==> src/rtl/imem_pkg.sv <==
// Shared types and default widths for the instruction-memory stream loader.
package imem_pkg;
    localparam int BYTE_W     = 8;
    localparam int DEF_LANES  = 4;
    localparam int DEF_ADDR_W = 9;

    typedef enum logic [1:0] {IDLE, FILL, WRITE, DONE} loader_state_e;
endpackage

==> src/rtl/imem_port_mux.sv <==
// Selects who drives the byte-lane SRAM macros: the boot loader or the core fetch path.
module imem_port_mux
    import imem_pkg::*;
#(
    parameter int LANES  = DEF_LANES,
    parameter int ADDR_W = DEF_ADDR_W
) (
    input  logic                     sel_core,
    input  logic [LANES-1:0]         l_cen,
    input  logic [LANES-1:0]         l_gwen,
    input  logic [LANES*BYTE_W-1:0]  l_wen,
    input  logic [LANES*ADDR_W-1:0]  l_a,
    input  logic [LANES*BYTE_W-1:0]  l_d,
    input  logic [LANES-1:0]         c_cen,
    input  logic [LANES-1:0]         c_gwen,
    input  logic [LANES*BYTE_W-1:0]  c_wen,
    input  logic [LANES*ADDR_W-1:0]  c_a,
    input  logic [LANES*BYTE_W-1:0]  c_d,
    output logic [LANES-1:0]         m_cen,
    output logic [LANES-1:0]         m_gwen,
    output logic [LANES*BYTE_W-1:0]  m_wen,
    output logic [LANES*ADDR_W-1:0]  m_a,
    output logic [LANES*BYTE_W-1:0]  m_d
);
    assign m_cen  = sel_core ? c_cen  : l_cen;
    assign m_gwen = sel_core ? c_gwen : l_gwen;
    assign m_wen  = sel_core ? c_wen  : l_wen;
    assign m_a    = sel_core ? c_a    : l_a;
    assign m_d    = sel_core ? c_d    : l_d;
endmodule

==> src/rtl/imem_stream_loader.sv <==
// Boot loader: packs a valid/ready byte stream into LANES-byte words, writes them to the
// instruction macros, then releases the macros and the core reset.
module imem_stream_loader
    import imem_pkg::*;
#(
    parameter int LANES  = DEF_LANES,
    parameter int ADDR_W = DEF_ADDR_W,
    parameter int CNT_W  = 10
) (
    input  logic                     clk,
    input  logic                     rst_n,
    input  logic                     start,
    input  logic [CNT_W-1:0]         len_words,
    input  logic                     in_valid,
    input  logic [BYTE_W-1:0]        in_data,
    output logic                     in_ready,
    output logic                     busy,
    output logic                     done,
    output logic                     core_hold,
    output logic [BYTE_W-1:0]        checksum,
    input  logic [LANES-1:0]         c_cen,
    input  logic [LANES-1:0]         c_gwen,
    input  logic [LANES*BYTE_W-1:0]  c_wen,
    input  logic [LANES*ADDR_W-1:0]  c_a,
    input  logic [LANES*BYTE_W-1:0]  c_d,
    output logic [LANES*BYTE_W-1:0]  c_q,
    output logic [LANES-1:0]         m_cen,
    output logic [LANES-1:0]         m_gwen,
    output logic [LANES*BYTE_W-1:0]  m_wen,
    output logic [LANES*ADDR_W-1:0]  m_a,
    output logic [LANES*BYTE_W-1:0]  m_d,
    input  logic [LANES*BYTE_W-1:0]  m_q
);
    localparam int                LANE_W    = (LANES > 1) ? $clog2(LANES) : 1;
    localparam logic [LANE_W-1:0] LAST_LANE = LANE_W'(LANES - 1);
    localparam logic [CNT_W-1:0]  DEPTH     = CNT_W'(2 ** ADDR_W);

    loader_state_e             state;
    logic [LANE_W-1:0]         lane_q;
    logic [CNT_W-1:0]          word_q;
    logic [CNT_W-1:0]          word_nxt;
    logic [CNT_W-1:0]          n_words;
    logic [CNT_W-1:0]          n_sat;
    logic [LANES*BYTE_W-1:0]   word_buf;
    logic                      accept;

    logic [LANES-1:0]          l_cen;
    logic [LANES-1:0]          l_gwen;
    logic [LANES*BYTE_W-1:0]   l_wen;
    logic [LANES*ADDR_W-1:0]   l_a;
    logic [LANES*BYTE_W-1:0]   l_d;

    assign n_sat    = (len_words > DEPTH) ? DEPTH : len_words;
    assign word_nxt = word_q + 1'b1;
    assign accept   = (state == FILL) && in_valid && in_ready;
    assign c_q      = m_q;

    // in_ready is kept as a register that mirrors "state == FILL" so it never glitches.
    always_ff @(posedge clk or negedge rst_n) begin
        if (!rst_n) begin
            state     <= IDLE;
            busy      <= 1'b0;
            done      <= 1'b0;
            core_hold <= 1'b1;
            in_ready  <= 1'b0;
            checksum  <= '0;
            word_q    <= '0;
            lane_q    <= '0;
            n_words   <= '0;
        end else begin
            case (state)
                IDLE, DONE: begin
                    if (start) begin
                        word_q   <= '0;
                        lane_q   <= '0;
                        checksum <= '0;
                        n_words  <= n_sat;
                        if (len_words == '0) begin
                            state     <= DONE;
                            busy      <= 1'b0;
                            done      <= 1'b1;
                            core_hold <= 1'b0;
                            in_ready  <= 1'b0;
                        end else begin
                            state     <= FILL;
                            busy      <= 1'b1;
                            done      <= 1'b0;
                            core_hold <= 1'b1;
                            in_ready  <= 1'b1;
                        end
                    end
                end
                FILL: begin
                    if (accept) begin
                        checksum <= checksum + in_data;
                        if (lane_q == LAST_LANE) begin
                            lane_q   <= '0;
                            state    <= WRITE;
                            in_ready <= 1'b0;
                        end else begin
                            lane_q <= lane_q + 1'b1;
                        end
                    end
                end
                WRITE: begin
                    word_q <= word_nxt;
                    if (word_nxt == n_words) begin
                        state     <= DONE;
                        busy      <= 1'b0;
                        done      <= 1'b1;
                        core_hold <= 1'b0;
                    end else begin
                        state    <= FILL;
                        in_ready <= 1'b1;
                    end
                end
                default: state <= IDLE;
            endcase
        end
    end

    // Word assembly buffer is pure data; only complete words ever reach the macros.
    always_ff @(posedge clk) begin
        if (accept)
            word_buf[lane_q*BYTE_W +: BYTE_W] <= in_data;
    end

    always_comb begin
        l_cen  = '1;
        l_gwen = '1;
        l_wen  = '1;
        l_a    = '0;
        l_d    = '0;
        if (state == WRITE) begin
            l_cen  = '0;
            l_gwen = '0;
            l_wen  = '0;
            l_a    = {LANES{word_q[ADDR_W-1:0]}};
            l_d    = word_buf;
        end
    end

    imem_port_mux #(
        .LANES  (LANES),
        .ADDR_W (ADDR_W)
    ) u_port_mux (
        .sel_core (state == DONE),
        .l_cen    (l_cen),
        .l_gwen   (l_gwen),
        .l_wen    (l_wen),
        .l_a      (l_a),
        .l_d      (l_d),
        .c_cen    (c_cen),
        .c_gwen   (c_gwen),
        .c_wen    (c_wen),
        .c_a      (c_a),
        .c_d      (c_d),
        .m_cen    (m_cen),
        .m_gwen   (m_gwen),
        .m_wen    (m_wen),
        .m_a      (m_a),
        .m_d      (m_d)
    );
endmodule
==> config.mk <==
export PLATFORM = sky130hd
export DESIGN_NAME = imem_stream_loader
export DESIGN_NICKNAME = d
export VERILOG_FILES = /design/src/rtl/imem_pkg.sv /design/src/rtl/imem_port_mux.sv /design/src/rtl/imem_stream_loader.sv
export SDC_FILE = /design/constraint.sdc
export NUM_CORES = 1
export LEC_CHECK = 0
export CORE_ASPECT_RATIO = 0.75
export CORE_MARGIN = 8
export CORE_UTILIZATION = 35
export CTS_CLUSTER_SIZE = 8
export DETAILED_ROUTE_END_ITERATION = 8
export MAX_ROUTING_LAYER = met4
export PLACE_DENSITY = 0.76
export SETUP_SLACK_MARGIN = 0.1
export SLEW_MARGIN = 25
export SYNTH_ARGS = -nofsm -noshare
export SYNTH_HDL_FRONTEND = slang
export SYNTH_HIERARCHICAL = 1
export SYNTH_SLANG_ARGS = --single-unit
export TNS_END_PERCENT = 1
==> constraint.sdc <==
create_clock -name clk -period 3 [get_ports clk]
set_input_delay 0.75 -clock clk [delete_from_list [all_inputs] [get_ports clk]]
set_output_delay 0.75 -clock clk [all_outputs]
set_load 0.01 [all_outputs]
==> qor.yml, run 1 <==
layout:
  drive_above_1_share_pct: 21.5
  fin_nets: 939
  n_fill_cell: 1467
  stdcell_count: 974
  final_util_pct: 52.9
  area.growth.synth_to_final_pct: 50.1
pwr:
  p_comb_share_pct: 63.7
  vdd_drop_max_uv: 452
  p_sw_mw: 2.60
  power.share.switching_pct: 39.2
  p_per_area_nw_per_um2: 791
  pwr-share-seq_pct: 21.8
  clkPwrFrac_pct: 14.5
  p_leak_nw: 3.45
  internal-power_mw: 4.02
floorplan:
  io_pins: 314
  dieWidth_um: 162
  die_h_um: 125
  start_util_pct: 35.2
  floorplan.core_area_um2: 15800
  die_area_um2: 20300
  rows: 40
cts:
  cts_root_buf: "clkbuf_16"
  cts_tree: "yes"
  cts_sinks: 68
  clockBufferDepth: 2
  htree_levels: 3
  ctsHoldBuffers: 0
  clk_pin_slew_ns: 0.05
  clk_latency_ns: 0.33
  cts_buffers: 9
synth:
  synthArstFlopShare_pct: 52.9
  syn_avg_cell_area_um2: 10.3
  netlist_instances: 541
  synth_top_area_cell: "mux2_2"
  synth.top_cells.by_count: "mux2_2, and2_1, dfrtp_1"
  synth_most_common_cell: "mux2_2"
  synth_edf_count: 32
  syn-cell-area_um2: 5570
  netlist-cell-type-count: 55
  synth_area_leaders: "mux2_2, edfxtp_1, dfrtp_1"
  seq_area_frac_synth_pct: 33.4
  synth_nets: 722
  ys_warn_count: 6
  synth_top_area_share_pct: 18.2
  synth_seq_cells: 68
  synthFlopType: "dfrtp_1"
route:
  drc: 0
  drt_iter0_drc: 349
  final_antenna_net_count: 0
  first_pass_iters: 5
  vias_per_cell: 5.06
  vias: 4926
  wl_um: 19800
  wl_per_cell_um: 20.3
sta:
  timing.final.crit_share_pct: 95.9
  rsz0062_at_grt: "yes"
  clock.fmax_mhz: 347
  tightestPinTransition_ns: 0.887
  setup-violations-final: 0
  worst_slack_ns: 0.122
  hold_violations: 0
  fin_crit_ns: 2.88
  final.setup.tns_ns: 0
  slew_violations: 0
  maxSlewHeadroom_pct: 40.7
  clock_skew_ns: 0.00950
placed_design:
  placed_cells: 953
  post-place-ws_ns: 0.0669
  port_buffers: 249
  gp_congestion: 0.876
  dp.final_hpwl_um: 15900
job:
  maxCapViolations: 0
global_route:
  grt_pass1_vias: 4815
  grt_usage_pct: 19.2
  grt_max_degree: 46
  grt_pass1_wl_um: 29600
  overflow: 0
  antenna_found_initial: 2
critical_path:
  critical_path.max_fanout: 33
  crit_buf_inv: 2
  crit_chain: "ha_2 > buf_12 > and2_2 > mux2_2 > clkdlybuf4s50_1"
  arrival_ns: 2.13
  slowest_stage: "clkdlybuf4s50_1"
  critPathRequiredTime_ns: 2.25
  r2r.worst_path.cells: 7
  r2r_end: "busy"
  cp_top_family: "buffers and inverters"
  r2r-start: "word_q[0]"
  endpoint_kind: "output port"
  cp_slowest_stage_delay_ns: 0.48
  path_class: "reg2out"
  crit_path_start_kind: "flop"
  r2r_slack_ns: 0.56
worst_hold_path:
  hold_start: "n_words[5]"
  min_to: "n_words[5]"
  hp-class: "reg2reg"
  holdPathStages: 2
run_status:
  status: "finished, final reports clean"
==> registers in the layout, summed over array words and instances, names as in the netlist <==
signal / flops
core_hold: 1
checksum: 8
busy: 1
done: 1
n_words: 10
word_buf: 32
word_q: 10
in_ready: 1
lane_q: 2
state: 2
==> layout make-up <==
cell class | instances | area [µm²] | area share [%]
well taps | 210 | 263 | 3.14
flip-flops and latches | 68 | 1860 | 22.3
diodes | 1 | 2.50 | 0.0299
clock buffers | 10 | 229 | 2.74
repair buffers | 269 | 2630 | 31.5
multi-input cells | 401 | 3300 | 39.4
inverters | 9 | 33.8 | 0.404
clock inverters | 6 | 42.5 | 0.509
==> cells by family after synthesis <==
family / share of synthesized area, %
AO/OA/AOI/OAI: 9.70
multiplexers: 24.8
flip-flops: 33.4
adder cells (fa/ha/maj): 4.40
XOR/XNOR: 2.20
AND/OR/NAND/NOR: 17.5
buffers and inverters: 7.92
==> through the flow <==
| stage | instance area, µm² | hold WS [ns] | power (mW) |
|---|---|---|---|
| floorplan | 5570 | 0.454 | 3.93 |
| global placement | 8130 | 0.485 | 5.87 |
| detailed placement | 8130 | 0.506 | 5.93 |
| CTS | 8310 | 0.518 | 6.64 |
| global route | 8360 | 0.564 | 7.04 |
| finish | 8360 | 0.513 | 6.61 |
==> power groups by stage <==
stage,Clock [mW],Sequential (mW),Combinational [mW]
after CTS,0.984,1.44,4.21
after global placement,0,1.45,4.42
final,0.957,1.44,4.21
after detailed placement,0,1.46,4.47
after floorplan,0,1.42,2.51
after global routing,1.02,1.48,4.54
==> worst reg2reg max path, cell delays in order, from the launching register on <==
cell	delay [ns]
dfrtp_1	0.53
ha_1	0.35
and4_1	0.37
xnor2_1	0.10
a211o_1	0.28
a211oi_2	0.28
nand2_1	0.14
a31o_2	0.27
==> per-layer routing <==
layer / vias to the layer above / track usage, % / share of wire, %
met5: - / - / 0
li1: 2338 / - / -
met4: 0 / 5.16 / 1.8
met3: 15 / 5.18 / 7.4
met2: 182 / 30.8 / 48
met1: 2391 / 23.5 / 43
==> worst max path at each step <==
stage               cells past startpoint     endpoint        from  slack (ns)
floorplan                               5      m_a[14]    state[0]        0.54
global placement                        9  checksum[6]  in_data[0]        0.16
detailed placement                      9  checksum[6]  in_data[0]        0.07
CTS                                     5       m_a[2]    state[0]       0.006
global route                            6      m_a[23]    state[0]        0.03
finish                                  5       m_a[1]    state[1]        0.12
==> layout by cell type (no fill, tap or decap), types with 3 or more instances in the layout <==
cell,n
nand3_1,10
a211o_1,3
nand4_1,4
mux2_4,20
mux2i_1,7
dfrtp_1,34
and2_1,71
nand2_1,27
clkbuf_16,10
o211ai_1,3
a22o_1,9
o31a_1,7
a31oi_1,3
nand2b_1,11
ha_1,16
and2_2,5
mux2_2,90
a21oi_1,9
xor2_1,4
xnor2_1,10
nor2_1,18
dlygate4sd2_1,84
nor3_1,7
buf_12,6
edfxtp_1,32
inv_1,9
clkdlybuf4s50_1,165
buf_4,12
o21ai_0,25
a21o_1,5
nor3b_1,3
==> repair_timing <==
action | 4_1_cts | 5_1_grt
setup endpoints to repair | 93 | 24
gates resized for setup | 92 | 2
cloned | 0 | 1
setup buffers | 0 | 3
endpoints found under the hold margin | 0 | 0
Power figures use the tool's default switching activity.
==> inputs of run 2 (changes only) <==
SKIP_CTS_REPAIR_TIMING = 1   (was not set)
==> run 2 against run 1 <==
Cell area grew 4.0%. Maximum frequency grew 0.19%. Largest power group unchanged. Critical path depth is the same. Worst setup slack gained 0.0055 ns. First-iteration DRC count shrank 11%.
==> qor.yml, run 2 (synthesis results as in run 1) <==
layout:
  multi_input_area_um2: 3320
  largest_reg_flops: 32
  stdcell_count: 973
  n_fill_cell: 1390
  layout_common_cells: "clkdlybuf4s50_1, mux2_2, dlymetal6s2s_1"
  seq_area_um2: 1860
  drive_above_1_share_pct: 21.8
  final_common_cell: "clkdlybuf4s50_1"
  top_register: "word_buf"
  area.growth.synth_to_final_pct: 56.1
  fin_nets: 938
  top_regs: "word_buf (32), n_words (10), word_q (10)"
critical_path:
  critical_path.max_fanout: 20
  endpoint_kind: "output port"
  r2r.worst_path.cells: 7
  path_class: "reg2out"
  critPathRequiredTime_ns: 2.25
  arrival_ns: 2.12
  crit_path_start_kind: "flop"
global_route:
  grt_pass1_vias: 4802
  grt_usage_pct: 19.2
  grt_pass1_wl_um: 29600
  antenna_found_initial: 2
  grt_max_degree: 46
  overflow: 0
sta:
  hold_violations: 0
  clock.fmax_mhz: 348
  maxSlewHeadroom_pct: 40.4
  fin_crit_ns: 2.87
  tightestPinTransition_ns: 0.892
  setup-violations-final: 0
  slew_violations: 0
  final.setup.tns_ns: 0
  rsz0062_at_grt: "yes"
  clock_skew_ns: 0.00989
  hold_slack_ns: 0.514
  timing.final.crit_share_pct: 95.8
cts:
  htree_levels: 3
  cts_buffers: 9
  clockBufferDepth: 2
  clk_latency_ns: 0.32
  cts_root_buf: "clkbuf_16"
  cts_tree: "yes"
  clk_pin_slew_ns: 0.05
  cts_sinks: 68
pwr:
  p_leak_nw: 4.21
  vdd_drop_max_uv: 454
  p_per_area_nw_per_um2: 783
floorplan:
  io_pins: 314
  start_util_pct: 35.2
  die_h_um: 125
  dieWidth_um: 162
  floorplan.core_area_um2: 15800
  rows: 40
  die_area_um2: 20300
route:
  wl_per_cell_um: 20.5
  final_antenna_net_count: 0
  drt_iter0_drc: 310
  wl_um: 20000
  vias: 4900
  vias_per_cell: 5.04
  first_pass_iters: 4
  drc: 0
placed_design:
  placed_cells: 953
  gp_congestion: 0.876
  dp.final_hpwl_um: 15900
  port_buffers: 249
run_status:
  status: "finished, final reports clean"
job:
  maxCapViolations: 0
worst_hold_path:
  hp-class: "reg2reg"
  holdPathStages: 2
-- run 2: path summary, 6_finish.rpt --
kind / startpoint / end / slack, ns
min in group asynchronous: rst_n / word_q[6] / 0.86
max in group asynchronous: rst_n / state[1] / 1.77
setup / recovery: state[0] / m_a[5] / 0.13
hold reg to reg: n_words[5] / n_words[5] / 0.51
setup reg to reg: word_q[0] / busy / 0.57
hold / removal: n_words[5] / n_words[5] / 0.51
-- run 2: power breakdown --
| group | total (mW) | leakage, nW | switching (mW) | internal [mW] |
|---|---|---|---|---|
| Clock | 0.959 | 0.128 | 0.400 | 0.559 |
| Sequential | 1.45 | 0.763 | 0.213 | 1.23 |
| Combinational | 4.40 | 3.32 | 1.99 | 2.41 |
| Total | 6.81 | 4.21 | 2.61 | 4.20 |
-- run 2: layer usage --
metal	routed length, µm	track usage [%]	part of all wire [%]
met5	0	-	0
met3	1510	5.11	7.6
met1	8480	23.5	42
met4	336	5.16	1.7
met2	9650	30.8	48
-- run 2: area by class of cell --
cell class | instances | share of cell area (%)
Clock buffer | 10 | 2.63
Sequential cell | 68 | 21.4
Inverter | 9 | 0.388
Antenna cell | 1 | 0.0288
Clock inverter | 6 | 0.489
Timing Repair Buffer | 268 | 33.9
Tap cell | 210 | 3.02
Multi-Input combinational cell | 401 | 38.1
-- run 2: through the flow --
stage | setup WS, ns | cell area (µm²) | power (mW) | util [%]
2_1_floorplan | 0.539 | 5570 | 3.93 | -
3_3_place_gp | 0.157 | 8130 | 5.87 | 51.4
3_5_place_dp | 0.0669 | 8130 | 5.93 | 51.4
4_1_cts | -0.0964 | 8400 | 6.92 | 53.1
5_1_grt | 0.0625 | 8700 | 7.23 | 55.0
6_report | 0.127 | 8700 | 6.81 | 55.0
-- run 2: critical path: stages, from the launching register on --
cell and delay [ns]:
dfrtp_1 0.34, buf_4 0.14, ha_4 0.26, clkbuf_16 0.24, mux2_2 0.35, clkdlybuf4s50_1 0.48
==> edit 1, RTL diff (flow settings as in run 2) <==
Change the package constant `DEF_ADDR_W` from 9 to 8.
--- a/src/rtl/imem_pkg.sv
+++ b/src/rtl/imem_pkg.sv
@@ -4,3 +4,3 @@
     localparam int DEF_LANES  = 4;
-    localparam int DEF_ADDR_W = 9;
+    localparam int DEF_ADDR_W = 8;
 
Ports: changed (resized c_a and m_a); port bits go from 314 to 306. No check against the original RTL was run, so the function may have changed too.
==> edit 1 against run 2 <==
  * Worst setup slack lost 0.050 ns
  * Final area fell by 1.1%
  * Power fell by 6.7%
  * Worst hold slack better by 0.0027 ns
  * Sequential cell count unchanged
  * Sequential share of layout area grew 0.23 points
  * Area after synthesis increased by 1.5%
  * Wire length down 2.0%
  * Clock power grew 17%
  * Register-to-register slack worse by 0.16 ns
  * Largest cell class unchanged
  * Highest routed layer unchanged
==> edit 1: results (changes against run 2) <==
Data arrival, critical path = 2.17 ns (was 2.12 ns)
Leakage = 3.77 nW (was 4.21 nW)
Syn avg cell area = 10.7 um^2 (was 10.3 um^2)
Place WS = 0.0979 ns (was 0.0669 ns)
GPL Wtd Cong = 0.872 (was 0.876)
Synth Area in Adders = 0.0434 (was 0.0440)
Pin count of the biggest net entering global routing = 58 (was 46)
Synth Area in Compound Gates = 0.106 (was 0.0970)
Largest stage delay on the critical path = 0.54 ns (was 0.48 ns)
Layout Nets = 910 (was 938)
Pwr/cell area = 739 nW/um^2 (was 783 nW/um^2)
Post-Syn Area = 5660 um^2 (was 5570 um^2)
Initial antenna violation count = 0 (was 2)
Initial DRC Count = 266 (was 310)
Post-synthesis sequential area ratio = 0.329 (was 0.334)
Fraction of final layout cells sized beyond drive strength 1 = 0.218 (about the same)
DPL Wire Length = 15700 um (was 15900 um)
Buffers on Ports = 241 (was 249)
GRT overflow = 0 (unchanged)
Outcome = finished, final reports clean (unchanged)
Fillers = 1392 (was 1390)
Crit Path Max Fanout = 7 (was 20)
Number of global-route vias before repair = 4645 (was 4802)
Synth Area in XOR/XNOR = 0.0248 (was 0.0220)
Peak VDD IR = 0.000413 V (was 0.000454 V)
Placed insts = 931 (was 953)
Post-synth net total = 704 (was 722)
Post-synth top cells = and2_1, mux2_4, mux2_2 (was mux2_2, and2_1, dfrtp_1)
Gr usage total = 0.187 (was 0.192)
Clock skew = 0.00853 ns (was 0.00989 ns)
Mux cell area share after synthesis = 0.249 (was 0.248)
Largest delay share family, worst path = buffers and inverters (unchanged)
Routed wire per std cell = 20.6 um (was 20.5 um)
## edit 1: path summary, 6_finish.rpt
kind / startpoint / end / slack, ns / depth (start not counted)
min in group asynchronous: rst_n / word_q[5]$_DFFE_PN0P_ / 0.86 / 2
hold / removal: n_words[9]$_DFFE_PN0P_ / n_words[9]$_DFFE_PN0P_ / 0.52 / 1
hold reg to reg: n_words[9]$_DFFE_PN0P_ / n_words[9]$_DFFE_PN0P_ / 0.52 / 1
setup / recovery: state[0]$_DFFE_PN0P_ / m_a[15] / 0.08 / 6
setup reg to reg: word_q[0]$_DFFE_PN0P_ / busy$_DFFE_PN0P_ / 0.41 / 7
max in group asynchronous: rst_n / state[1]$_DFFE_PN0P_ / 1.78 / 2
## edit 1: worst register-to-register path: cells and delay by family, from the launching register on
kind / cells / cell delay (ns)
compound gates: 3 / 0.72
flops: 1 / 0.50
simple gates: 3 / 0.91
fa+ha+maj: 1 / 0.36
## edit 1: cell type report
type,count,area share
clock buffer,9,0.0262
sequential,68,0.217
timing repair buffer,256,0.320
multi-input combinational,386,0.390
inverter,12,0.00567
antenna,1,0.000291
tap,210,0.0305
clock inverter,7,0.0106
## edit 1: layer usage
metal | up-vias | share of wire | routed length (um) | global-route usage
li1 | 2279 | - | - | -
met1 | 2216 | 0.44 | 8640 | 0.229
met2 | 203 | 0.46 | 9070 | 0.292
met3 | 15 | 0.077 | 1510 | 0.0592
met4 | 0 | 0.018 | 354 | 0.0501
met5 | - | 0 | 0 | -
## edit 1: report_power, final
group,total (mW),switching (mW),internal [mW]
Clock,1.12,0.397,0.724
Sequential,1.40,0.198,1.20
Combinational,3.84,1.73,2.11
==> edit 2, RTL diff (config.mk and constraints of run 2) <==
Without the edit above. Encoding of `loader_state_e`: now one-hot (4 bits for 4 states).
--- a/src/rtl/imem_pkg.sv
+++ b/src/rtl/imem_pkg.sv
@@ -6,3 +6,3 @@
 
-    typedef enum logic [1:0] {IDLE, FILL, WRITE, DONE} loader_state_e;
+    typedef enum logic [3:0] {IDLE = 4'b0001, FILL = 4'b0010, WRITE = 4'b0100, DONE = 4'b1000} loader_state_e;
 endpackage
Formal check against the unedited RTL: same outputs for any inputs over 10 cycles, from zero or initial values and one cycle with rst_n low; not proved beyond that.
==> edit 2 against run 2 <==
  * Maximum frequency grew 1.2%
  * Utilization grew 1.2 points
  * Worst setup slack better by 0.033 ns
  * Count of clock-buffer cells in the layout unchanged
  * Sequential cell count up 2
  * Wire length shrank 1.4%
  * Area after synthesis increased by 0.25%
  * Critical endpoint is now m_a[1]
  * Final area is 2.1% higher
  * Global-route usage shrank 1.1 points
  * Worst hold slack worse by 0.013 ns
  * Critical path depth rose by 1
Power is not compared: it rests on default switching activity, and its combinational part moved more than twofold at a synthesized area within 25%.
==> edit 2: results (changes against run 2) <==
First-pass GRT wire length = 28200 um (was 29600 um)
Initial antenna violation count = 1 (was 2)
Place WS = 0.0850 ns (was 0.0669 ns)
Met3 Use GR = 0.0646 (was 0.0511)
GR Util met1 = 0.226 (was 0.235)
Met2 wire len = 9010 um (was 9650 um)
GPL Wtd Cong = 0.862 (was 0.876)
Gr usage total = 0.180 (was 0.192)
Data arrival, critical path = 2.09 ns (was 2.12 ns)
Post-synth cell types = 62 (was 55)
Met3 WL post-DR = 1500 um (was 1510 um)
Metal1 wirelength = 9040 um (was 8480 um)
Vias per cell = 4.91 (was 5.04)
Minimum clock period = 2.84 ns (was 2.87 ns)
Worst-margin pin slew = 0.858 ns (was 0.892 ns)
Fin Hold WS = 0.501 ns (was 0.514 ns)
DPL Wire Length = 15200 um (was 15900 um)
Initial DRC Count = 298 (was 310)
Number of global-route vias before repair = 4653 (was 4802)
Synth area leaders = mux2_2, edfxtp_1, dfrtp_1, and2_1, mux2_4 (unchanged)
Reg-to-Reg Start = word_q[0]$_DFFE_PN0P_ (unchanged)
DR vias = 4836 (was 4900)
Largest stage delay on the critical path = 0.42 ns (was 0.48 ns)
Syn avg cell area = 10.3 um^2 (about the same)
Pin count of the biggest net entering global routing = 39 (was 46)
Outcome = finished, final reports clean (unchanged)
FF-to-FF setup slack = 0.51 ns (was 0.57 ns)
Clock skew = 0.00694 ns (was 0.00989 ns)
Fillers = 1351 (was 1390)
DP Area = 8150 um^2 (was 8130 um^2)
Post-synth net total = 717 (was 722)
CP max stage cell = dfrtp_1 (was clkdlybuf4s50_1)
Largest delay share family, worst path = buffers and inverters (unchanged)
Fraction of final layout cells sized beyond drive strength 1 = 0.220 (was 0.218)
Final wirelength = 19700 um (was 20000 um)
Post-synthesis sequential area ratio = 0.343 (was 0.334)
Crit Path Max Fanout = 10 (was 20)
GR Util met2 = 0.282 (was 0.308)
Layout area overhead = 59.0% (was 56.1%)
==> edit 2: changes by cell type in the layout (fill, tap and decap cells not counted), moves of 4 or more <==
cell / before / now
mux2i_1: 7 / 0
o31ai_1: 1 / 5
and2_1: 69 / 82
inv_1: 8 / 4
buf_6: 1 / 7
o31a_1: 7 / 0
and2_4: 5 / 0
dlymetal6s2s_1: 87 / 108
buf_4: 11 / 17
clkdlybuf4s50_1: 162 / 140
==> edit 2: cells by family after synthesis <==
logic type	count (synthesis)	synth area share
mux	108	0.231
xor+xnor	18	0.0282
flops	70	0.343
simple gates	185	0.192
compound gates	78	0.0925
buf+inv	66	0.0784
fa+ha+maj	15	0.0349
==> edit 2: area by class of cell <==
class / count / area share
sequential: 70 / 0.216
antenna: 1 / 0.000282
inverter: 4 / 0.00169
tap: 210 / 0.0296
multi-input combinational: 404 / 0.367
clock inverter: 6 / 0.0124
timing repair buffer: 279 / 0.348
clock buffer: 10 / 0.0258
==> edit 2: how the worst min path moves through the flow <==
stage / start / depth (start not counted) / to
6_report: n_words[4]$_DFFE_PN0P_ / 2 / n_words[4]$_DFFE_PN0P_
5_1_grt: word_q[9]$_DFFE_PN0P_ / 1 / word_q[9]$_DFFE_PN0P_
4_1_cts: word_q[9]$_DFFE_PN0P_ / 1 / word_q[9]$_DFFE_PN0P_
3_5_place_dp: word_q[9]$_DFFE_PN0P_ / 1 / word_q[9]$_DFFE_PN0P_
3_3_place_gp: n_words[4]$_DFFE_PN0P_ / 2 / n_words[4]$_DFFE_PN0P_
2_1_floorplan: rst_n / 0 / busy$_DFFE_PN0P_
==> edit 2: where the power goes <==
group,switching (mW),leakage [nW],internal (mW)
Clock,0.390,0.160,0.810
Sequential,0.178,0.754,1.21
Combinational,0.656,3.63,0.681
Total,1.22,4.54,2.70
